### src/rtl/count_seq_ctrl.sv
// Run/pause/mode sequencer for the two-digit BCD counter display path.
// Turns debounced button levels into one-cycle presses, divides clk down to
// the count tick, steps a packed BCD value up or down, and drives the blank
// strobe that blinks the display while the count sits at its terminal value.
module count_seq_ctrl #(
   parameter int unsigned TICK_DIV  = 100,
   parameter int unsigned BLINK_DIV = 50,
   parameter logic [7:0]  MAX_BCD   = 8'h19
) (
   input  logic       clk,
   input  logic       rst,
   input  logic       btn_start,
   input  logic       btn_mode,
   input  logic       auto_wrap,
   output logic [7:0] bcd_num,
   output logic       run,
   output logic       dir_down,
   output logic       done,
   output logic       blank,
   output logic [1:0] state
);

   localparam logic [1:0] S_IDLE  = 2'b00;
   localparam logic [1:0] S_RUN   = 2'b01;
   localparam logic [1:0] S_PAUSE = 2'b10;
   localparam logic [1:0] S_DONE  = 2'b11;

   localparam int TW = (TICK_DIV  > 1) ? $clog2(TICK_DIV)  : 1;
   localparam int BW = (BLINK_DIV > 1) ? $clog2(BLINK_DIV) : 1;
   localparam logic [TW-1:0] TICK_LAST  = TW'(TICK_DIV - 1);
   localparam logic [BW-1:0] BLINK_LAST = BW'(BLINK_DIV - 1);

   logic [1:0]    state_q, state_d;
   logic [7:0]    bcd_q, bcd_d;
   logic          dir_q, dir_d;
   logic          blank_q, blank_d;
   logic [TW-1:0] tick_q, tick_d;
   logic [BW-1:0] blink_q, blink_d;
   logic          start_q, mode_q;
   logic          armed_q;

   logic [7:0] start_val, end_val;
   logic       start_p, mode_p, tick;

   // Increment a packed BCD value, carrying ones into tens.
   function automatic logic [7:0] bcd_inc(input logic [7:0] v);
      if (v[3:0] < 4'd9) return {v[7:4], v[3:0] + 4'd1};
      else               return {v[7:4] + 4'd1, 4'd0};
   endfunction

   // Decrement a packed BCD value, borrowing from tens.
   function automatic logic [7:0] bcd_dec(input logic [7:0] v);
      if (v[3:0] > 4'd0) return {v[7:4], v[3:0] - 4'd1};
      else               return {v[7:4] - 4'd1, 4'd9};
   endfunction

   // Press detection, count endpoints and the divided count tick.
   // armed_q blocks presses for the first cycle after reset so a button held
   // through reset is not mistaken for a fresh press.
   always_comb begin
      start_val = dir_q ? MAX_BCD : 8'h00;
      end_val   = dir_q ? 8'h00   : MAX_BCD;
      start_p   = btn_start & ~start_q & armed_q;
      mode_p    = btn_mode  & ~mode_q  & armed_q;
      tick      = (state_q == S_RUN) && (tick_q == TICK_LAST);
   end

   // Next-state logic for the sequencer, count value and blink strobe.
   always_comb begin
      state_d = state_q;
      bcd_d   = bcd_q;
      dir_d   = dir_q;
      blank_d = blank_q;
      tick_d  = tick_q;
      blink_d = blink_q;
      case (state_q)
         S_IDLE: begin
            tick_d  = '0;
            blink_d = '0;
            blank_d = 1'b0;
            bcd_d   = start_val;
            if (start_p) begin
               state_d = S_RUN;
            end else if (mode_p) begin
               dir_d = ~dir_q;
               bcd_d = dir_q ? 8'h00 : MAX_BCD;
            end
         end
         S_RUN: begin
            if (tick) begin
               tick_d = '0;
               if (bcd_q == end_val) begin
                  if (auto_wrap) begin
                     bcd_d = start_val;
                  end else begin
                     state_d = S_DONE;
                     blink_d = '0;
                     blank_d = 1'b0;
                  end
               end else begin
                  bcd_d = dir_q ? bcd_dec(bcd_q) : bcd_inc(bcd_q);
               end
            end else if (!start_p) begin
               // A pausing press freezes the partial tick exactly where it is.
               tick_d = tick_q + 1'b1;
            end
            if (start_p && state_d == S_RUN) state_d = S_PAUSE;
         end
         S_PAUSE: begin
            if (start_p) begin
               state_d = S_RUN;
            end else if (mode_p) begin
               state_d = S_IDLE;
               bcd_d   = start_val;
            end
         end
         default: begin
            if (blink_q == BLINK_LAST) begin
               blink_d = '0;
               blank_d = ~blank_q;
            end else begin
               blink_d = blink_q + 1'b1;
            end
            if (start_p) begin
               state_d = S_IDLE;
               bcd_d   = start_val;
               blank_d = 1'b0;
               blink_d = '0;
            end
         end
      endcase
   end

   // State and datapath registers with synchronous reset.
   always_ff @(posedge clk) begin
      if (rst) begin
         state_q <= S_IDLE;
         bcd_q   <= 8'h00;
         dir_q   <= 1'b0;
         blank_q <= 1'b0;
         tick_q  <= '0;
         blink_q <= '0;
         start_q <= 1'b0;
         mode_q  <= 1'b0;
         armed_q <= 1'b0;
      end else begin
         state_q <= state_d;
         bcd_q   <= bcd_d;
         dir_q   <= dir_d;
         blank_q <= blank_d;
         tick_q  <= tick_d;
         blink_q <= blink_d;
         start_q <= btn_start;
         mode_q  <= btn_mode;
         armed_q <= 1'b1;
      end
   end

   assign bcd_num  = bcd_q;
   assign dir_down = dir_q;
   assign blank    = blank_q;
   assign state    = state_q;
   assign run      = (state_q == S_RUN);
   assign done     = (state_q == S_DONE);

endmodule
### config.mk
export PLATFORM = sky130hd
export DESIGN_NAME = count_seq_ctrl
export DESIGN_NICKNAME = d
export VERILOG_FILES = /design/src/rtl/count_seq_ctrl.sv
export SDC_FILE = /design/constraint.sdc
export NUM_CORES = 1
export LEC_CHECK = 0
export BUFFER_PORTS_ARGS = -buffer_cell sky130_fd_sc_hd__buf_2
export CORE_MARGIN = 4
export CORE_UTILIZATION = 40
export DETAILED_ROUTE_END_ITERATION = 6
export PLACE_DENSITY_LB_ADDON = 0.3
export SETUP_SLACK_MARGIN = 0.4
export SYNTH_ARGS = -nofsm -noshare
export SYNTH_HDL_FRONTEND = slang
export SYNTH_SLANG_ARGS = --single-unit
### constraint.sdc
create_clock -name clk -period 5.3 [get_ports clk]
set_input_delay 0.265 -clock clk [delete_from_list [all_inputs] [get_ports clk]]
set_output_delay 0.265 -clock clk [all_outputs]
set_load 0.03 [all_outputs]
Yosys cells after proc, flatten, opt, wreduce, memory -nomap -nowiden
Cells that the tools add are included.
Word-level totals
  flip-flop bits (word level): 28
Operators by class
  $add $sub $neg: 6
  magnitude comparators: 2
  eq/ne operators: 18
  muxes and demuxes: 40
  bitwise gates (word level): 10
  reduce and logical (&&, ||, !) cells: 14
Operator list (number)
  two-way mux 8 bit: 9
  two-way mux 6 bit: 5
  case mux 8 bit (3 select lines): 1
  two-way mux 5 bit: 4
  two-way mux 2 bit: 9
  case mux 6 bit (3 select lines): 1
  two-way mux 7 bit: 2
  case mux 7 bit (2 select lines): 1
  AND reduction 5 bit: 2
  adder 4 x 1 -> 4 bit (second input constant): 2
  equality test 8 x 5 -> 1 bit: 1
  != test 2 bit (second input constant): 4
  != test 4 bit (second input constant): 2
  nonzero test 4 bit: 2
  subtractor 4 x 1 -> 4 bit (second input constant): 2
  adder 7 x 1 -> 7 bit (second input constant): 1
  equality test 7 bit (second input constant): 1
  AND reduction 7 bit: 1
  adder 6 x 1 -> 6 bit (second input constant): 1
  equality test 6 bit (second input constant): 1
  two-way mux 1 bit: 6
  != test 3 bit (second input constant): 2
  inverter 1 bit: 6
  case mux 2 bit (3 select lines): 1
  15 further kinds: 23

Depth between registers and ports, before layout
  depth after elaboration: 9
  depth in mapped cells: 8

Least setup slack after synthesis
OpenSTA, ideal clock, no wires.
  path kind: reg2reg
  start: register bcd_q[0] (netlist: bcd_num[0])
  end: register bcd_q[4] (netlist: bcd_num[4])
  setup time: 91 ps
  data arrival time: 1996 ps
  slack: 3213 ps
  cell stages (with the launch flop): 9
  buffers on the path: 1
  clock period less this slack: 2087 ps
  cells stage by stage: dfxtp_1 > buf_6 > inv_1 > ha_1 > nor4bb_1 > a21oi_1 > and3_2 > o31a_1 > a311oi_1
On the way
  longest elaborated chain between the ends: 4
  elaborated cells on any way between the ends: 10
  those cells by class: 2 x order compare; 4 x eq/ne; 3 x mux; 1 x reduce/logical
Ends and longest elaborated chain
  start, declared: line 34  | logic [7:0] bcd_q, bcd_d;
  start signal, assigned: line 138  | bcd_q <= 8'h00;
  start signal, assigned: line 148  | bcd_q <= bcd_d;
  branches (longest 4 deep; another with greater-than comparator 4 x 1 -> 1 bit)
Parallel ways; which one is timed is not known. The select of a mux whose other input is x is not followed.
A chain may end at the register's enable or synchronous reset.

Worst setup path after layout
  start: register dir_q (netlist: dir_down)
  end: register bcd_q[7] (netlist: bcd_num[7])
On the way
  longest elaborated chain between the ends: 5
  elaborated cells on any way between the ends: 10
  those cells by class: 4 x eq/ne; 5 x mux; 1 x reduce/logical
Ends and longest elaborated chain
  start, declared: line 35  | logic dir_q, dir_d;
  start signal, assigned: line 149  | dir_q <= dir_d;
  two-way mux 5 bit: line 62  | end_val = dir_q ? 8'h00 : MAX_BCD;
  equality test 8 x 5 -> 1 bit: line 92  | if (bcd_q == end_val) begin
  two-way mux 8 bit: line 92
  two-way mux 8 bit: line 90  | if (tick) begin
  case mux 8 bit (3 select lines): line 76  | case (state_q)
Several ways; a longest one is shown, not always the timed one. The select of a mux whose other input is x is not followed.

==> results.py <==
metrics = {
    "floorplan": {
        "die_h_um": 74.0,
        "die_w_um": 74.0,
        "core.rowCount": 23,
        "die_area_sq_um": 5480,
        "initial_core_util_pct": 42.4,
        "boundaryPins": 19,
        "coreArea_sq_um": 4120,
    },
    "power_and_ir_drop": {
        "totalPowerFinal_uw": 488,
        "switching_power_uw": 137,
        "power.share.clock_pct": 34.4,
        "irDropWorstVdd_v": 0.000160,
        "p_leak_uw": 0.000721,
        "intPower_uw": 351,
        "swShare_pct": 28.1,
        "p_seq_share_pct": 47.9,
        "p_per_area_nw_per_um2": 253,
        "combPwrFrac_pct": 17.7,
    },
    "place": {
        "post-place-ws_ns": 3.05,
        "gp_congestion": 0.822,
        "detailed_place_hpwl_mm": 2.79,
        "portBuffers": 18,
    },
    "worst_hold_path": {
        "hold_start": "btn_mode",
        "hold_class": "primary input to flip-flop",
    },
    "synth": {
        "ys.flop_type": "dfxtp_1",
        "post-synth-top-area-cell": "dfxtp_1",
        "synth_fp_nets": 225,
        "synthArstFlopShare_pct": 0,
        "synth_edf_count": 0,
        "synth.distinct_cells": 53,
        "synth_top_cell_area_share_pct": 32.2,
        "synth.area.top_cells": "dfxtp_1 (32%), nor2_1 (5.2%), ha_1 (5.0%), a21oi_1 (4.6%), o21ai_0 (4.0%)",
        "synthCells": 213,
        "synth_area_sq_um": 1740,
        "yosysSeqAreaShare_pct": 32.2,
        "yosysWarnings": 0,
        "ys_ff_latch": 28,
        "syn_area_per_cell_sq_um": 8.18,
    },
    "clocking": {
        "cts_resized": 0,
        "clock_path_buffers": 2,
        "insertion_delay_ns": 0.28,
        "cts_root_buf": "clkbuf_8",
        "clock_sinks": 28,
        "cts_tree": "done",
        "postCtsSetupRepairBufs": 0,
        "cts.clk_slew.worst_paths_ns": 0.10,
        "h-tree-depth": 1,
        "cts_made_buffers": 3,
        "postCtsHoldBufs": 0,
    },
    "run_status": {
        "status": "complete, no violations",
    },
    "global_route": {
        "antenna_found_initial": 0,
        "gr-total-overflow": 0,
        "grt_max_degree": 23,
        "grt_pass1_wl_mm": 6.79,
        "grt_pass1_vias": 1464,
        "track_usage_pct": 15.4,
    },
    "timing": {
        "tns_ns": 0,
        "setup_ws_ns": 2.99,
        "worst-slew-pin-transition_ns": 0.656,
        "finalCriticalPeriod_ns": 2.31,
        "grt_setup_unrepaired": "no",
        "fmax_mhz": 433,
        "setup_violations": 0,
        "slew_headroom_pct": 56.2,
        "maxSlewViolCount": 0,
        "skew_ns": 0.00956,
        "hold_viol": 0,
        "period_share_pct": 43.6,
    },
    "flow_run": {
        "drv_cap": 0,
    },
    "detailed_routing": {
        "dr.first_iter.drc_count": 165,
        "vias": 1579,
        "drc_errors": 0,
        "firstDrtPassIters": 4,
        "post_drt_wl_per_cell_um": 13.9,
        "routed_via_density": 5.72,
        "postRouteAntennaNets": 0,
        "drt_wl_total_mm": 3.82,
    },
    "cells_and_area": {
        "diodes": 0,
        "final_net_count": 239,
        "drive_gt1_share_pct": 15.9,
        "fin_util_pct": 46.8,
        "area_delta_synth_final_pct": 10.5,
    },
    "critical_path": {
        "timing.rr.start": "dir_down",
        "path_class": "flip-flop to flip-flop",
        "arrival_ns": 2.49,
        "critPathLaunch": "dir_down",
        "setup.worst_path.start_class": "flip-flop",
        "path_max_fanout": 16,
        "crit_required_ns": 5.48,
        "end_kind": "flip-flop",
    },
}
==> state kept, by name, indices dropped and copies added (netlist names) <==
name,cells
armed_q,1
bcd_num,8
blank,1
blink_q,6
dir_down,1
mode_q,1
start_q,1
state,2
tick_q,7
==> Yosys cell counts, types with 2 or more instances <==
| master | instances |
|---|---|
| dfxtp_1 | 28 |
| a21o_1 | 2 |
| xnor2_1 | 5 |
| or3_1 | 2 |
| nor2b_1 | 8 |
| o21ai_1 | 2 |
| a21oi_1 | 16 |
| a31oi_1 | 5 |
| nand3b_1 | 4 |
| nor4_1 | 2 |
| xor2_1 | 4 |
| or2_2 | 2 |
| nand2b_1 | 3 |
| nand3_1 | 9 |
| inv_1 | 9 |
| nor3b_1 | 3 |
| nand4_1 | 5 |
| nor2_1 | 24 |
| o21ai_0 | 14 |
| ha_1 | 7 |
| clkbuf_1 | 8 |
| a211oi_1 | 4 |
| a311oi_1 | 2 |
| o211ai_1 | 2 |
| nor3_1 | 7 |
| a32o_1 | 2 |
| nand2_1 | 8 |
==> worst paths after layout <==
kind | slack, ns | end | depth (start not counted)
worst min-delay path | 0.22 | mode_q | 2
worst min register to register | 0.47 | blank | 1
worst max-delay path | 2.99 | bcd_num[7] | 5
worst max register to register | 2.99 | bcd_num[7] | 5
==> worst max-delay path: stages, from the launching register on <==
cell and delay (ns):
dfxtp_1 0.65, and4b_2 0.31, o2111a_1 0.28, a211oi_2 0.54, o21ai_1 0.15, a32o_1 0.29
==> cell type report <==
type / count / area [sq um]
inverters: 9 / 33.8
clock buffers: 3 / 41.3
clock inverters: 1 / 30.0
repair buffers: 18 / 90.1
well taps: 50 / 62.6
flip-flops and latches: 28 / 561
multi-input cells: 167 / 1110
fillers: 418 / 2190
==> through the flow <==
step	instances	area (sq um)	hold slack [ns]
5_1_grt	276	1930	0.239
6_report	276	1930	0.224
2_1_floorplan	213	1740	0.366
3_3_place_gp	272	1850	0.457
3_5_place_dp	272	1850	0.459
4_1_cts	276	1930	0.218
==> power by group through the flow <==
stage | clock network [uW] | registers, uW | logic [uW]
after CTS | 174 | 233 | 86.2
after floorplan | 0 | 238 | 66.6
after detailed placement | 0 | 238 | 85.3
final | 168 | 234 | 86.3
after global placement | 0 | 238 | 85.5
after global routing | 183 | 236 | 96.7
==> per-layer routing <==
metal,vias up,track usage (%),wire length [um]
li1,808,-,-
met1,723,21.8,1850
met2,44,24.0,1760
met3,4,3.24,176
met4,0,3.42,34
met5,-,0,0
==> layout by cell type (no fill, tap or decap), drive strengths merged, types with 5 or more instances in the layout <==
master  Yosys  final
buf         1     18
inv         9      9
dfxtp      28     28
nor2       24     24
o21ai      16     16
nand2       8      8
nand4       5      5
ha          7      7
nor3        8      8
a31oi       5      5
a21oi      17     17
xnor2       5      5
nor2b       8      8
nand3       9      9
a211oi      5      5
==> cell families after synthesis <==
group | Yosys count | synth area share [%]
DFF | 28 | 32.2
AOI/OAI and AO/OA | 60 | 23.0
adders and majority gates | 7 | 5.02
xor gates and xnor gates | 9 | 4.52
buffers and inverters | 18 | 4.31
and+or+nand+nor | 90 | 30.4
muxes | 1 | 0.574
Power figures use the tool's default switching activity.
